===== src/rtl/sad_eval_pkg.sv =====
// Shared types and default widths for the SAD error-evaluation harness.
// Latency: n/a (types and constants only).
// Backpressure: n/a.
package sad_eval_pkg;

    localparam int N_IN_DEF  = 10;
    localparam int N_OUT_DEF = 3;

    // Accumulator widths for the default netlist size. A full sweep of
    // 2^N_IN vectors, each with error up to 2^N_OUT-1, fits in SUM_W bits.
    // err_count can reach exactly 2^N_IN, which needs one extra bit.
    localparam int SUM_W = N_IN_DEF + N_OUT_DEF;
    localparam int CNT_W = N_IN_DEF + 1;

    typedef enum logic [1:0] {
        ST_IDLE  = 2'd0,
        ST_RUN   = 2'd1,
        ST_DRAIN = 2'd2,
        ST_DONE  = 2'd3
    } state_t;

endpackage


===== src/rtl/sad_err_accum.sv =====
// Error accumulator: |exact-approx|, threshold count, sum, worst case + first vector hitting it.
// Latency: results register one cycle after a valid sample.
// Backpressure: none; every valid sample is absorbed. clear has priority over valid.
// Ports: clk, rst_n, clear, valid, tag, exact_po, approx_po in;
//        err_count, sum_abs_err, max_abs_err, wce_vector out (all registered).
module sad_err_accum
    import sad_eval_pkg::*;
#(
    parameter int N_IN  = N_IN_DEF,
    parameter int N_OUT = N_OUT_DEF,
    parameter int ET    = 0
) (
    input  logic                  clk,
    input  logic                  rst_n,
    input  logic                  clear,
    input  logic                  valid,
    input  logic [N_IN-1:0]       tag,
    input  logic [N_OUT-1:0]      exact_po,
    input  logic [N_OUT-1:0]      approx_po,
    output logic [N_IN:0]         err_count,
    output logic [N_IN+N_OUT-1:0] sum_abs_err,
    output logic [N_OUT-1:0]      max_abs_err,
    output logic [N_IN-1:0]       wce_vector
);

    localparam int          SW   = N_IN + N_OUT;
    localparam int          CW   = N_IN + 1;
    localparam logic [31:0] ET_U = 32'(ET);

    logic [N_OUT-1:0] w_abs_err;
    logic             w_over;

    // Subtract the smaller from the larger so the difference never wraps.
    always_comb begin
        w_abs_err = (exact_po >= approx_po) ? (exact_po - approx_po)
                                            : (approx_po - exact_po);
        w_over    = (32'(w_abs_err) > ET_U);
    end

    always_ff @(posedge clk or negedge rst_n) begin
        if (!rst_n) begin
            err_count   <= '0;
            sum_abs_err <= '0;
            max_abs_err <= '0;
            wce_vector  <= '0;
        end else if (clear) begin
            err_count   <= '0;
            sum_abs_err <= '0;
            max_abs_err <= '0;
            wce_vector  <= '0;
        end else if (valid) begin
            sum_abs_err <= sum_abs_err + SW'(w_abs_err);
            err_count   <= err_count + CW'(w_over);
            // Strict compare: a later tie keeps the earlier vector.
            if (w_abs_err > max_abs_err) begin
                max_abs_err <= w_abs_err;
                wce_vector  <= tag;
            end
        end
    end

endmodule


===== src/rtl/sad_error_evaluator.sv =====
// Exhaustive sweep driver: drives all 2^N_IN vectors to an exact/approx SAD pair and scores the error.
// Latency: done pulses 2^N_IN + DUT_LAT + 1 cycles after the accepted start edge.
// Backpressure: none; start is ignored outside IDLE, results hold until the next accepted start.
// Ports: clk, rst_n, start in; pi out to both netlists; exact_po/approx_po back in;
//        busy, done, err_count, sum_abs_err, max_abs_err, wce_vector out.
module sad_error_evaluator
    import sad_eval_pkg::*;
#(
    parameter int N_IN    = N_IN_DEF,
    parameter int N_OUT   = N_OUT_DEF,
    parameter int DUT_LAT = 0,
    parameter int ET      = 0
) (
    input  logic                  clk,
    input  logic                  rst_n,
    input  logic                  start,
    output logic [N_IN-1:0]       pi,
    input  logic [N_OUT-1:0]      exact_po,
    input  logic [N_OUT-1:0]      approx_po,
    output logic                  busy,
    output logic                  done,
    output logic [N_IN:0]         err_count,
    output logic [N_IN+N_OUT-1:0] sum_abs_err,
    output logic [N_OUT-1:0]      max_abs_err,
    output logic [N_IN-1:0]       wce_vector
);

    localparam logic [N_IN-1:0] VEC_MAX    = '1;
    localparam int              DRW        = (DUT_LAT > 1) ? $clog2(DUT_LAT) : 1;
    localparam logic [DRW-1:0]  DRAIN_LAST = DRW'(DUT_LAT - 1);

    state_t          r_state;
    state_t          w_state_nxt;
    logic [N_IN-1:0] r_pi;
    logic [DRW-1:0]  r_drain;
    logic            w_start_acc;
    logic            w_tag_vld;
    logic [N_IN-1:0] w_tag;

    assign w_start_acc = (r_state == ST_IDLE) && start;

    always_ff @(posedge clk or negedge rst_n) begin
        if (!rst_n) r_state <= ST_IDLE;
        else        r_state <= w_state_nxt;
    end

    always_comb begin
        w_state_nxt = r_state;
        case (r_state)
            ST_IDLE:  if (start) w_state_nxt = ST_RUN;
            // A combinational DUT has nothing in flight, so DRAIN is skipped.
            ST_RUN:   if (r_pi == VEC_MAX) w_state_nxt = (DUT_LAT == 0) ? ST_DONE : ST_DRAIN;
            ST_DRAIN: if (r_drain == DRAIN_LAST) w_state_nxt = ST_DONE;
            ST_DONE:  w_state_nxt = ST_IDLE;
            default:  w_state_nxt = ST_IDLE;
        endcase
    end

    // Vector counter doubles as the pi register. It stops at VEC_MAX and
    // holds through DRAIN/DONE, then returns to 0 for IDLE.
    always_ff @(posedge clk or negedge rst_n) begin
        if (!rst_n) begin
            r_pi    <= '0;
            r_drain <= '0;
        end else begin
            case (r_state)
                ST_RUN:   if (r_pi != VEC_MAX) r_pi <= r_pi + 1'b1;
                ST_DRAIN: r_drain <= r_drain + 1'b1;
                default: begin
                    r_pi    <= '0;
                    r_drain <= '0;
                end
            endcase
        end
    end

    assign pi   = r_pi;
    assign busy = (r_state == ST_RUN) || (r_state == ST_DRAIN);
    assign done = (r_state == ST_DONE);

    // Tag pipe matches the netlist latency so each {valid, vec} leaves the
    // pipe in the same cycle as the po words that vector produced.
    generate
        if (DUT_LAT == 0) begin : g_nopipe
            assign w_tag_vld = (r_state == ST_RUN);
            assign w_tag     = r_pi;
        end else begin : g_pipe
            logic [DUT_LAT-1:0]           r_vld;
            logic [DUT_LAT-1:0][N_IN-1:0] r_vec;
            always_ff @(posedge clk or negedge rst_n) begin
                if (!rst_n) begin
                    r_vld <= '0;
                    r_vec <= '0;
                end else begin
                    r_vld[0] <= (r_state == ST_RUN);
                    r_vec[0] <= r_pi;
                    for (int i = 1; i < DUT_LAT; i++) begin
                        r_vld[i] <= r_vld[i-1];
                        r_vec[i] <= r_vec[i-1];
                    end
                end
            end
            assign w_tag_vld = r_vld[DUT_LAT-1];
            assign w_tag     = r_vec[DUT_LAT-1];
        end
    endgenerate

    sad_err_accum #(
        .N_IN  (N_IN),
        .N_OUT (N_OUT),
        .ET    (ET)
    ) u_accum (
        .clk         (clk),
        .rst_n       (rst_n),
        .clear       (w_start_acc),
        .valid       (w_tag_vld),
        .tag         (w_tag),
        .exact_po    (exact_po),
        .approx_po   (approx_po),
        .err_count   (err_count),
        .sum_abs_err (sum_abs_err),
        .max_abs_err (max_abs_err),
        .wce_vector  (wce_vector)
    );

endmodule


===== config.mk =====
export PLATFORM = sky130hd
export DESIGN_NAME = sad_error_evaluator
export DESIGN_NICKNAME = d
export VERILOG_FILES = /design/src/rtl/sad_eval_pkg.sv /design/src/rtl/sad_err_accum.sv /design/src/rtl/sad_error_evaluator.sv
export SDC_FILE = /design/constraint.sdc
export NUM_CORES = 1
export LEC_CHECK = 0
export ABC_CLOCK_PERIOD_IN_PS = 4300
export BUFFER_PORTS_ARGS = -buffer_cell sky130_fd_sc_hd__buf_2
export CORE_ASPECT_RATIO = 1.25
export CORE_MARGIN = 1.5
export CORE_UTILIZATION = 31
export CTS_BUF_LIST = sky130_fd_sc_hd__clkbuf_8
export DETAILED_ROUTE_END_ITERATION = 7
export REMOVE_ABC_BUFFERS = 1
export SLEW_MARGIN = 40
export SYNTH_ARGS = -nofsm -noshare
export SYNTH_HDL_FRONTEND = slang
export SYNTH_SLANG_ARGS = --single-unit

===== constraint.sdc =====
create_clock -name clk -period 4.3 [get_ports clk]
set_input_delay 0.645 -clock clk [delete_from_list [all_inputs] [get_ports clk]]
set_output_delay 0.645 -clock clk [all_outputs]
set_load 0.02 [all_outputs]

==> flow_metrics.env, run 1 <==
export IMPL_wl_per_cell_um=14.6
export IMPL_grt_use_total=0.146
export IMPL_cap_viol_max_count=0
export IMPL_clkLatencyLatePin_ps=310
export IMPL_tritoncts="yes"
export IMPL_post_cts_buffers=0
export IMPL_swShare=0.453
export IMPL_total_power_mw=2.05
export IMPL_cts_clk_slew_worst_paths_ps=90
export IMPL_io_buffers=57
export IMPL_hold_viol=0
export IMPL_viasPerCell=5.13
export IMPL_post_route_util=0.370
export IMPL_outcome="completed"
export IMPL_holdCritPathClass="input pin to asynchronous set/reset pin"
export IMPL_grt_max_degree=43
export IMPL_cts_resized_gates=0
export IMPL_p_sw_mw=0.930
export IMPL_period_share=0.805
export IMPL_rsz0062_at_grt="no"
export IMPL_peakVddDrop_v=0.000145
export IMPL_drt_iter0_drc=165
export IMPL_ios=58
export IMPL_ff2ff_path_depth=8
export IMPL_gr_total_overflow=0
export IMPL_num_rows=40
export IMPL_ys_seq_area_frac=0.405
export IMPL_grt_pass1_wl_um=12500
export IMPL_ys_flop_type="dfrtp_1"
export IMPL_die_w_um=92.3
export IMPL_r2r_start="r_state[1]$_DFFE_PN0P_"
export IMPL_cts_path_max_buffers=2
export IMPL_comb_power_share=0.500
export IMPL_synth_top_area_frac=0.405
export IMPL_layout_cells_non_filler=509
export IMPL_start_util=0.320
export IMPL_drive_above_1_share=0.201
export IMPL_finalSetupViolCount=0
export IMPL_dp_hpwl_um=5390
export IMPL_grt_pass1_vias=2567
export IMPL_drt_drc_violations_left=0
export IMPL_synth_area_leaders="dfrtp_1 (40%), ha_1 (7.7%), nand3_1 (4.0%)"
export IMPL_leakage_nw=1.72
export IMPL_yosysWarnings=0
export IMPL_layout_nets=412
export IMPL_cts_buffers=5
export IMPL_postCtsHoldBufs=0
export IMPL_wl_um=7450
export IMPL_rrSetupSlack_ps=1920
export IMPL_pre_cts_slack_ps=560
export IMPL_area_growth_pct=15.6
export IMPL_place_inst=501
export IMPL_die_area_um2=10600
export IMPL_start_kind="input pin"
export IMPL_die_y_um=115
export IMPL_synth_seq_cells=50
export IMPL_p_int_mw=1.12
export IMPL_h_tree_depth=2
export IMPL_async_reset_ff_frac=1.00
export IMPL_synth_distinct_cells=55
export IMPL_syn_inst=331
export IMPL_r2r_end="u_accum.sum_abs_err[12]$_DFFE_PN0P_"
export IMPL_fill_cells=970
export IMPL_max_slew_worst_pin_slew_ps=672
export IMPL_crit_type="input pin to register"
export IMPL_layout_setup_ws_ps=836
export IMPL_slew_violations=0
export IMPL_slew_headroom=0.552
export IMPL_postRouteAntennaNets=0
export IMPL_routabilityCongestion=0.794
export IMPL_cts_root_buf="clkbuf_8"
export IMPL_synth_top_area_cell="dfrtp_1"
export IMPL_fin_crit_ps=3460
export IMPL_synth_edf_count=0
export IMPL_antenna_found_initial=0
export IMPL_crit_required_ps=4530
export IMPL_crit_fanout=7
export IMPL_avgSynthCellArea_um2=9.34
export IMPL_cts_sinks=50
export IMPL_fin_setup_tns_ps=0
export IMPL_cp_end_kind="register"
export IMPL_max_clock_freq_ghz=0.289
export IMPL_yosysMostFrequentCell="dfrtp_1"
export IMPL_skew_ps=7.54
export IMPL_core_um2=9660
export IMPL_first_pass_iters=5
export IMPL_syn_cell_area_um2=3090
export IMPL_p_per_area_nw_per_um2=575
export IMPL_diodes=0
export IMPL_cp_arrival_ps=3690
export IMPL_pwr_share_clk=0.140
export IMPL_ys_top_cells_by_count="dfrtp_1 (50), nor2_1 (30), nand3_1 (25)"
export IMPL_seqPwrFrac=0.360
export IMPL_num_vias=2612
-- critical path: stages --
cell,delay (ps)
buf_2,90
inv_1,40
ha_1,340
nor2b_1,180
o21a_1,190
mux2i_1,230
xnor2_1,270
ha_1,370
nor3b_1,160
o21ai_1,120
o21ai_1,90
a41oi_1,480
buf_4,250
o21ai_1,80
a21oi_1,170
-- power groups by stage --
stage	logic, mW	clock network (mW)	registers [mW]
after CTS	1.03	0.298	0.740
after floorplan	0.579	0	0.876
final	1.03	0.287	0.740
after global routing	1.14	0.321	0.761
after global placement	1.00	0	0.743
after detailed placement	1.03	0	0.749
-- kinds of logic after synthesis --
| family | count (synthesis) | share of synthesized area |
|---|---|---|
| AOI/OAI and AO/OA | 80 | 0.166 |
| xor gates and xnor gates | 14 | 0.0397 |
| adders and majority gates | 21 | 0.0899 |
| buffers and inverters | 36 | 0.0514 |
| DFF | 50 | 0.405 |
| muxes | 12 | 0.0466 |
| and+or+nand+nor | 118 | 0.202 |
-- sequential cells by signal, indices dropped and copies added (netlist names) --
name                 cells
u_accum.sum_abs_err     13
r_state                  2
u_accum.max_abs_err      3
r_drain                  1
pi                      10
u_accum.err_count       11
u_accum.wce_vector      10
-- cells in the final DEF, fill, tap and decap left out, types with 9 or more instances in the layout --
cell     Yosys  final
buf_2        4     57
xor2_1      11     11
nor2_1      30     29
nand2_1     19     19
and3_1       9      9
dfrtp_1     50     50
ha_1        19     19
inv_1       18     19
o21ai_1     21     21
a21oi_1     22     22
nand3_1     25     25
-- layout make-up --
class,instances,area (um^2),area share
Tap cell,126,158,0.0441
Timing Repair Buffer,62,323,0.0903
Multi-Input combinational cell,245,1680,0.471
Clock buffer,6,82.6,0.0231
Clock inverter,2,8.76,0.00245
Inverter,18,67.6,0.0189
Sequential cell,50,1250,0.350
-- metal layers --
layer  routed length (um)  share of wire  up-vias  global-route usage
met2                 3760           0.51       52               0.246
li1                     -              -     1295                   -
met1                 3310           0.44     1258               0.184
met4                   90          0.012        0              0.0564
met3                  287          0.039        7              0.0299
met5                    0              0        -                   0
-- worst max path at each step --
stage | endpoint | startpoint | slack (ps)
finish | u_accum.wce_vector[3]$_DFFE_PN0P_ | exact_po[0] | 840
global route | u_accum.max_abs_err[1]$_DFFE_PN0P_ | exact_po[0] | 550
CTS | u_accum.wce_vector[3]$_DFFE_PN0P_ | exact_po[0] | 840
detailed placement | u_accum.wce_vector[3]$_DFFE_PN0P_ | exact_po[0] | 560
global placement | u_accum.max_abs_err[1]$_DFFE_PN0P_ | exact_po[0] | 750
floorplan | u_accum.max_abs_err[1]$_DFFE_PN0P_ | exact_po[0] | 670
-- metrics by stage --
stage          area [um^2]  hold WS (ps)
3_3_place_gp          3480           490
6_report              3570           168
5_1_grt               3570           155
4_1_cts               3570           167
2_1_floorplan         3000           349
3_5_place_dp          3480           497
Note: power is estimated with default switching activity, not from simulation.
==> run 2, diff against run 1 <==
--- a/config.mk
+++ b/config.mk
@@ -5,7 +5,7 @@
 export SDC_FILE = /design/constraint.sdc
 export NUM_CORES = 1
 export LEC_CHECK = 0
-export ABC_CLOCK_PERIOD_IN_PS = 4300
+export ABC_CLOCK_PERIOD_IN_PS = 2900
 export BUFFER_PORTS_ARGS = -buffer_cell sky130_fd_sc_hd__buf_2
 export CORE_ASPECT_RATIO = 1.25
 export CORE_MARGIN = 1.5
==> constraint.sdc (replaced) <==
create_clock -name clk -period 2.9 [get_ports clk]
set_input_delay 0.435 -clock clk [delete_from_list [all_inputs] [get_ports clk]]
set_output_delay 0.435 -clock clk [all_outputs]
set_load 0.02 [all_outputs]
==> flow_metrics.env, run 2 (synthesized netlist as in run 1, its figures left out) <==
export IMPL_outcome="completed"
export IMPL_cts_root_buf="clkbuf_8"
export IMPL_holdWs_ps=105
export IMPL_r2r_start="pi[0]$_DFFE_PN0P_"
export IMPL_p_per_area_nw_per_um2=869
export IMPL_viasPerCell=5.12
export IMPL_fin_crit_ps=2770
export IMPL_largest_reg_flops=13
export IMPL_fin_setup_tns_ps=0
export IMPL_holdCritPathClass="input pin to asynchronous set/reset pin"
export IMPL_cap_viol_max_count=0
export IMPL_core_um2=9660
export IMPL_die_w_um=92.3
export IMPL_slew_violations=0
export IMPL_post_route_util=0.398
export IMPL_p_int_mw=1.90
export IMPL_grt_max_degree=26
export IMPL_path_cells="buf_2, inv_1, ha_4, a21oi_2, o21a_1, mux2i_1, xnor2_1, ha_1, nor3b_2, o21ai_1, o21ai_2, a41oi_2, buf_4, buf_6, o21ai_1, a21oi_1"
export IMPL_finalSetupViolCount=0
export IMPL_cp_arrival_ps=3010
export IMPL_crit_fanout=6
export IMPL_num_rows=40
export IMPL_cpMostUsedCell="o21ai_1"
export IMPL_crit_path_start="approx_po[2]"
export IMPL_max_slew_worst_pin_slew_ps=579
export IMPL_routabilityCongestion=0.809
export IMPL_ios=58
export IMPL_cp_end_kind="register"
export IMPL_peakVddDrop_v=0.000236
export IMPL_comb_power_share=0.525
export IMPL_total_power_mw=3.34
export IMPL_cts_buffers=5
export IMPL_grt_pass1_vias=2588
export IMPL_cp_slowest_stage_delay_ps=310
export IMPL_clkLatencyLatePin_ps=310
export IMPL_skew_ps=9.24
export IMPL_layout_common_cells="buf_2 (58), dfrtp_1 (50), nor2_1 (29)"
export IMPL_die_area_um2=10600
export IMPL_hold_viol=0
export IMPL_wl_per_cell_um=14.4
export IMPL_area_growth_pct=24.5
export IMPL_first_pass_iters=4
export IMPL_start_kind="input pin"
export IMPL_reg_top3="u_accum.sum_abs_err x13, u_accum.err_count x11"
export IMPL_max_clock_freq_ghz=0.361
export IMPL_wl_um=7680
export IMPL_drt_iter0_drc=178
export IMPL_slew_headroom=0.614
export IMPL_critical_path_top_delay_family="compound AO/OA/AOI/OAI gates"
export IMPL_drt_drc_violations_left=0
export IMPL_grt_pass1_wl_um=12400
export IMPL_seqPwrFrac=0.330
export IMPL_start_util=0.320
export IMPL_diodes=0
export IMPL_h_tree_depth=2
export IMPL_num_vias=2735
export IMPL_cts_clk_slew_worst_paths_ps=100
export IMPL_crit_required_ps=3140
export IMPL_tritoncts="yes"
export IMPL_leakage_nw=1.87
export IMPL_drive_above_1_share=0.262
export IMPL_crit_type="input pin to register"
export IMPL_p_sw_mw=1.44
export IMPL_top_register="u_accum.sum_abs_err"
export IMPL_dp_hpwl_um=5550
export IMPL_layout_nets=437
export IMPL_antenna_found_initial=0
export IMPL_cts_path_max_buffers=2
export IMPL_gr_total_overflow=0
export IMPL_layout_commonest_cell="buf_2"
export IMPL_die_y_um=115
export IMPL_cts_sinks=50
export IMPL_cp_slowest_cell="ha_1"
export IMPL_swShare=0.430
export IMPL_postRouteAntennaNets=0
export IMPL_postCtsHoldBufs=0
export IMPL_io_buffers=57
export IMPL_period_share=0.955
export IMPL_worst_path_buf_inv=4
export IMPL_grt_use_total=0.145
export IMPL_pwr_share_clk=0.146
[run 2: changes by cell type in the layout (fill, tap and decap cells not counted), sizes merged]
cell	before	now
clkbuf	6	5
buf	62	87
clkinv	1	0
inv	19	20
bufinv	0	1
[run 2: per-stage QoR]
step | setup slack, ps | instance area, um^2 | std cells
2_1_floorplan | -523 | 3000 | 313
3_3_place_gp | -145 | 3660 | 522
3_5_place_dp | -252 | 3660 | 522
4_1_cts | 78.2 | 3770 | 530
5_1_grt | -32.4 | 3850 | 534
6_report | 132 | 3850 | 534
[run 2: path summary, 6_finish.rpt]
| check | endpoint | slack [ps] | cells after the start |
|---|---|---|---|
| min in group clk | r_drain$_DFFE_PN0N_ | 510 | 1 |
| max in group asynchronous | u_accum.err_count[6]$_DFFE_PN0P_ | 2120 | 2 |
| worst max register to register | r_state[1]$_DFFE_PN0P_ | 720 | 5 |
| worst max-delay path | u_accum.wce_vector[4]$_DFFE_PN0P_ | 130 | 16 |
| worst min-delay path | u_accum.wce_vector[2]$_DFFE_PN0P_ | 100 | 1 |
| worst min register to register | r_drain$_DFFE_PN0N_ | 510 | 1 |
[run 2: what timing repair did]
action                                  4_1_cts  5_1_grt
resized for setup                             0        9
buffers inserted                              0        3
endpoints found under the setup margin        0       13
[run 2: power by group through the flow]
stage / Combinational (mW) / Sequential (mW) / Clock, mW
floorplan: 0.859 / 1.30 / 0
global route: 1.93 / 1.14 / 0.530
detailed placement: 1.66 / 1.12 / 0
global placement: 1.63 / 1.10 / 0
finish: 1.75 / 1.10 / 0.487
CTS: 1.67 / 1.10 / 0.501
[run 2: per-layer routing]
layer / wire length [um] / global-route usage
met2: 3850 / 0.238
met5: 0 / 0
met1: 3290 / 0.187
met4: 153 / 0.0544
met3: 385 / 0.0305
[run 2: layout make-up]
class	count	area, um^2
Clock buffer	5	68.8
Clock inverter	3	37.5
Fill cell	980	5810
Inverter	18	67.6
Multi-Input combinational cell	245	1730
Sequential cell	50	1250
Tap cell	126	158
Timing Repair Buffer	87	537
==> run 3, diff against run 2 <==
--- a/config.mk
+++ b/config.mk
@@ -12,6 +12,7 @@
 export CORE_UTILIZATION = 31
 export CTS_BUF_LIST = sky130_fd_sc_hd__clkbuf_8
 export DETAILED_ROUTE_END_ITERATION = 7
+export GPL_TIMING_DRIVEN = 0
 export REMOVE_ABC_BUFFERS = 1
 export SLEW_MARGIN = 40
 export SYNTH_ARGS = -nofsm -noshare
==> flow_metrics.env, run 3 (synthesized netlist as in run 1, its figures left out) <==
export IMPL_outcome="completed"
export IMPL_viasPerCell=5.24
export IMPL_die_y_um=115
export IMPL_ios=58
export IMPL_max_slew_worst_pin_slew_ps=785
export IMPL_hold_viol=0
export IMPL_crit_type="input pin to register"
export IMPL_diodes=0
export IMPL_finalSetupViolCount=0
export IMPL_layout_nets=416
export IMPL_postRouteAntennaNets=0
export IMPL_slew_headroom=0.476
export IMPL_num_vias=2688
export IMPL_cp_end_kind="register"
export IMPL_cp_arrival_ps=3000
export IMPL_top_register="u_accum.sum_abs_err"
export IMPL_grt_pass1_wl_um=12600
export IMPL_drt_drc_violations_left=0
export IMPL_io_buffers=57
export IMPL_layout_commonest_cell="buf_2"
export IMPL_p_per_area_nw_per_um2=878
export IMPL_drive_above_1_share=0.287
export IMPL_start_kind="input pin"
export IMPL_max_clock_freq_ghz=0.353
export IMPL_tritoncts="yes"
export IMPL_wl_per_cell_um=15.1
export IMPL_post_route_util=0.400
export IMPL_first_pass_iters=4
export IMPL_period_share=0.976
export IMPL_crit_fanout=5
export IMPL_slew_violations=0
export IMPL_drt_iter0_drc=130
export IMPL_crit_required_ps=3070
export IMPL_grt_pass1_vias=2650
export IMPL_antenna_found_initial=0
export IMPL_dp_hpwl_um=5090
export IMPL_cts_sinks=50
export IMPL_gr_total_overflow=0
export IMPL_holdCritPathClass="input pin to asynchronous set/reset pin"
export IMPL_die_w_um=92.3
export IMPL_total_power_mw=3.39
export IMPL_cts_root_buf="clkbuf_8"
export IMPL_num_rows=40
export IMPL_area_growth_pct=24.9
export IMPL_fill_cells=979
export IMPL_core_um2=9660
export IMPL_die_area_um2=10600
export IMPL_h_tree_depth=2
export IMPL_cap_viol_max_count=0
export IMPL_grt_max_degree=51
export IMPL_clkLatencyLatePin_ps=320
export IMPL_layout_cells_non_filler=513
export IMPL_grt_use_total=0.148
export IMPL_placed_area_um2=3460
export IMPL_routabilityCongestion=0.752
export IMPL_cts_clk_slew_worst_paths_ps=90
export IMPL_finalInstanceArea_um2=3860
export IMPL_reg_top3="u_accum.sum_abs_err x13, u_accum.err_count x11"
export IMPL_layout_common_cells="buf_2 (54), dfrtp_1 (50), nor2_1 (29)"
export IMPL_start_util=0.320
export IMPL_place_inst=496
export IMPL_fin_crit_ps=2830
export IMPL_peakVddDrop_v=0.000272
export IMPL_cts_path_max_buffers=2
export IMPL_cts_buffers=5
export IMPL_skew_ps=9.07
export IMPL_largest_reg_flops=13
export IMPL_wl_um=7760
export IMPL_leakage_nw=1.77
-- run 3: worst paths after layout --
| kind | start | cells past startpoint | to | slack (ps) |
|---|---|---|---|---|
| min in group clk | r_drain$_DFFE_PN0N_ | 1 | r_drain$_DFFE_PN0N_ | 510 |
| setup reg to reg | r_state[1]$_DFFE_PN0P_ | 7 | u_accum.sum_abs_err[12]$_DFFE_PN0P_ | 340 |
| max in group asynchronous | rst_n | 1 | u_accum.sum_abs_err[2]$_DFFE_PN0P_ | 2320 |
| setup / recovery | approx_po[1] | 15 | u_accum.max_abs_err[2]$_DFFE_PN0P_ | 70 |
| hold reg to reg | r_drain$_DFFE_PN0N_ | 1 | r_drain$_DFFE_PN0N_ | 510 |
| hold / removal | rst_n | 1 | u_accum.wce_vector[0]$_DFFE_PN0P_ | 140 |
-- run 3: report_power, final --
group          internal (mW)  total, mW  switching [mW]
clock network          0.192      0.438           0.246
logic                  0.797       1.85            1.05
registers              0.891       1.10           0.211
total                   1.88       3.39            1.51
-- run 3: routing by layer --
metal,global-route usage,wire length (um),share of wire
met5,0,0,0
met4,0.0564,154,0.020
met3,0.0266,285,0.037
met2,0.257,4050,0.52
met1,0.181,3260,0.42
-- run 3: repair_timing --
action | 4_1_cts | 5_1_grt
gates resized for setup | 11 | 29
pin swaps | 1 | 7
hold buffers | 0 | 0
buffers inserted | 5 | 4
gates cloned | 1 | 0
setup endpoints to repair | 30 | 23
-- run 3: worst max-delay path, cell delays in order --
cell and delay, ps:
buf_4 120, inv_1 70, ha_1 210, a21oi_4 140, o21a_4 160, mux2i_4 290, xnor2_4 200, ha_4 270
nor3b_1 140, o21ai_1 240, o21ai_4 130, a41o_4 280, buf_4 130, nand4_1 80, o31ai_1 80
-- run 3: stage by stage --
step | hold WS [ps] | worst slack [ps] | setup TNS [ps]
detailed placement | 496 | -906 | -18860
floorplan | 139 | -523 | -5750
CTS | 158 | 35.0 | 0
finish | 141 | 70.5 | 0
global route | 191 | -24.1 | -98.0
global placement | 491 | -1190 | -22100
-- run 3: area by class of cell --
| cell class | instances | area [um^2] | area share |
|---|---|---|---|
| Clock buffer | 6 | 82.6 | 0.0214 |
| Clock inverter | 2 | 12.5 | 0.00324 |
| Inverter | 18 | 67.6 | 0.0175 |
| Multi-Input combinational cell | 246 | 1910 | 0.495 |
| Sequential cell | 50 | 1250 | 0.324 |
| Tap cell | 126 | 158 | 0.0408 |
| Timing Repair Buffer | 65 | 378 | 0.0979 |
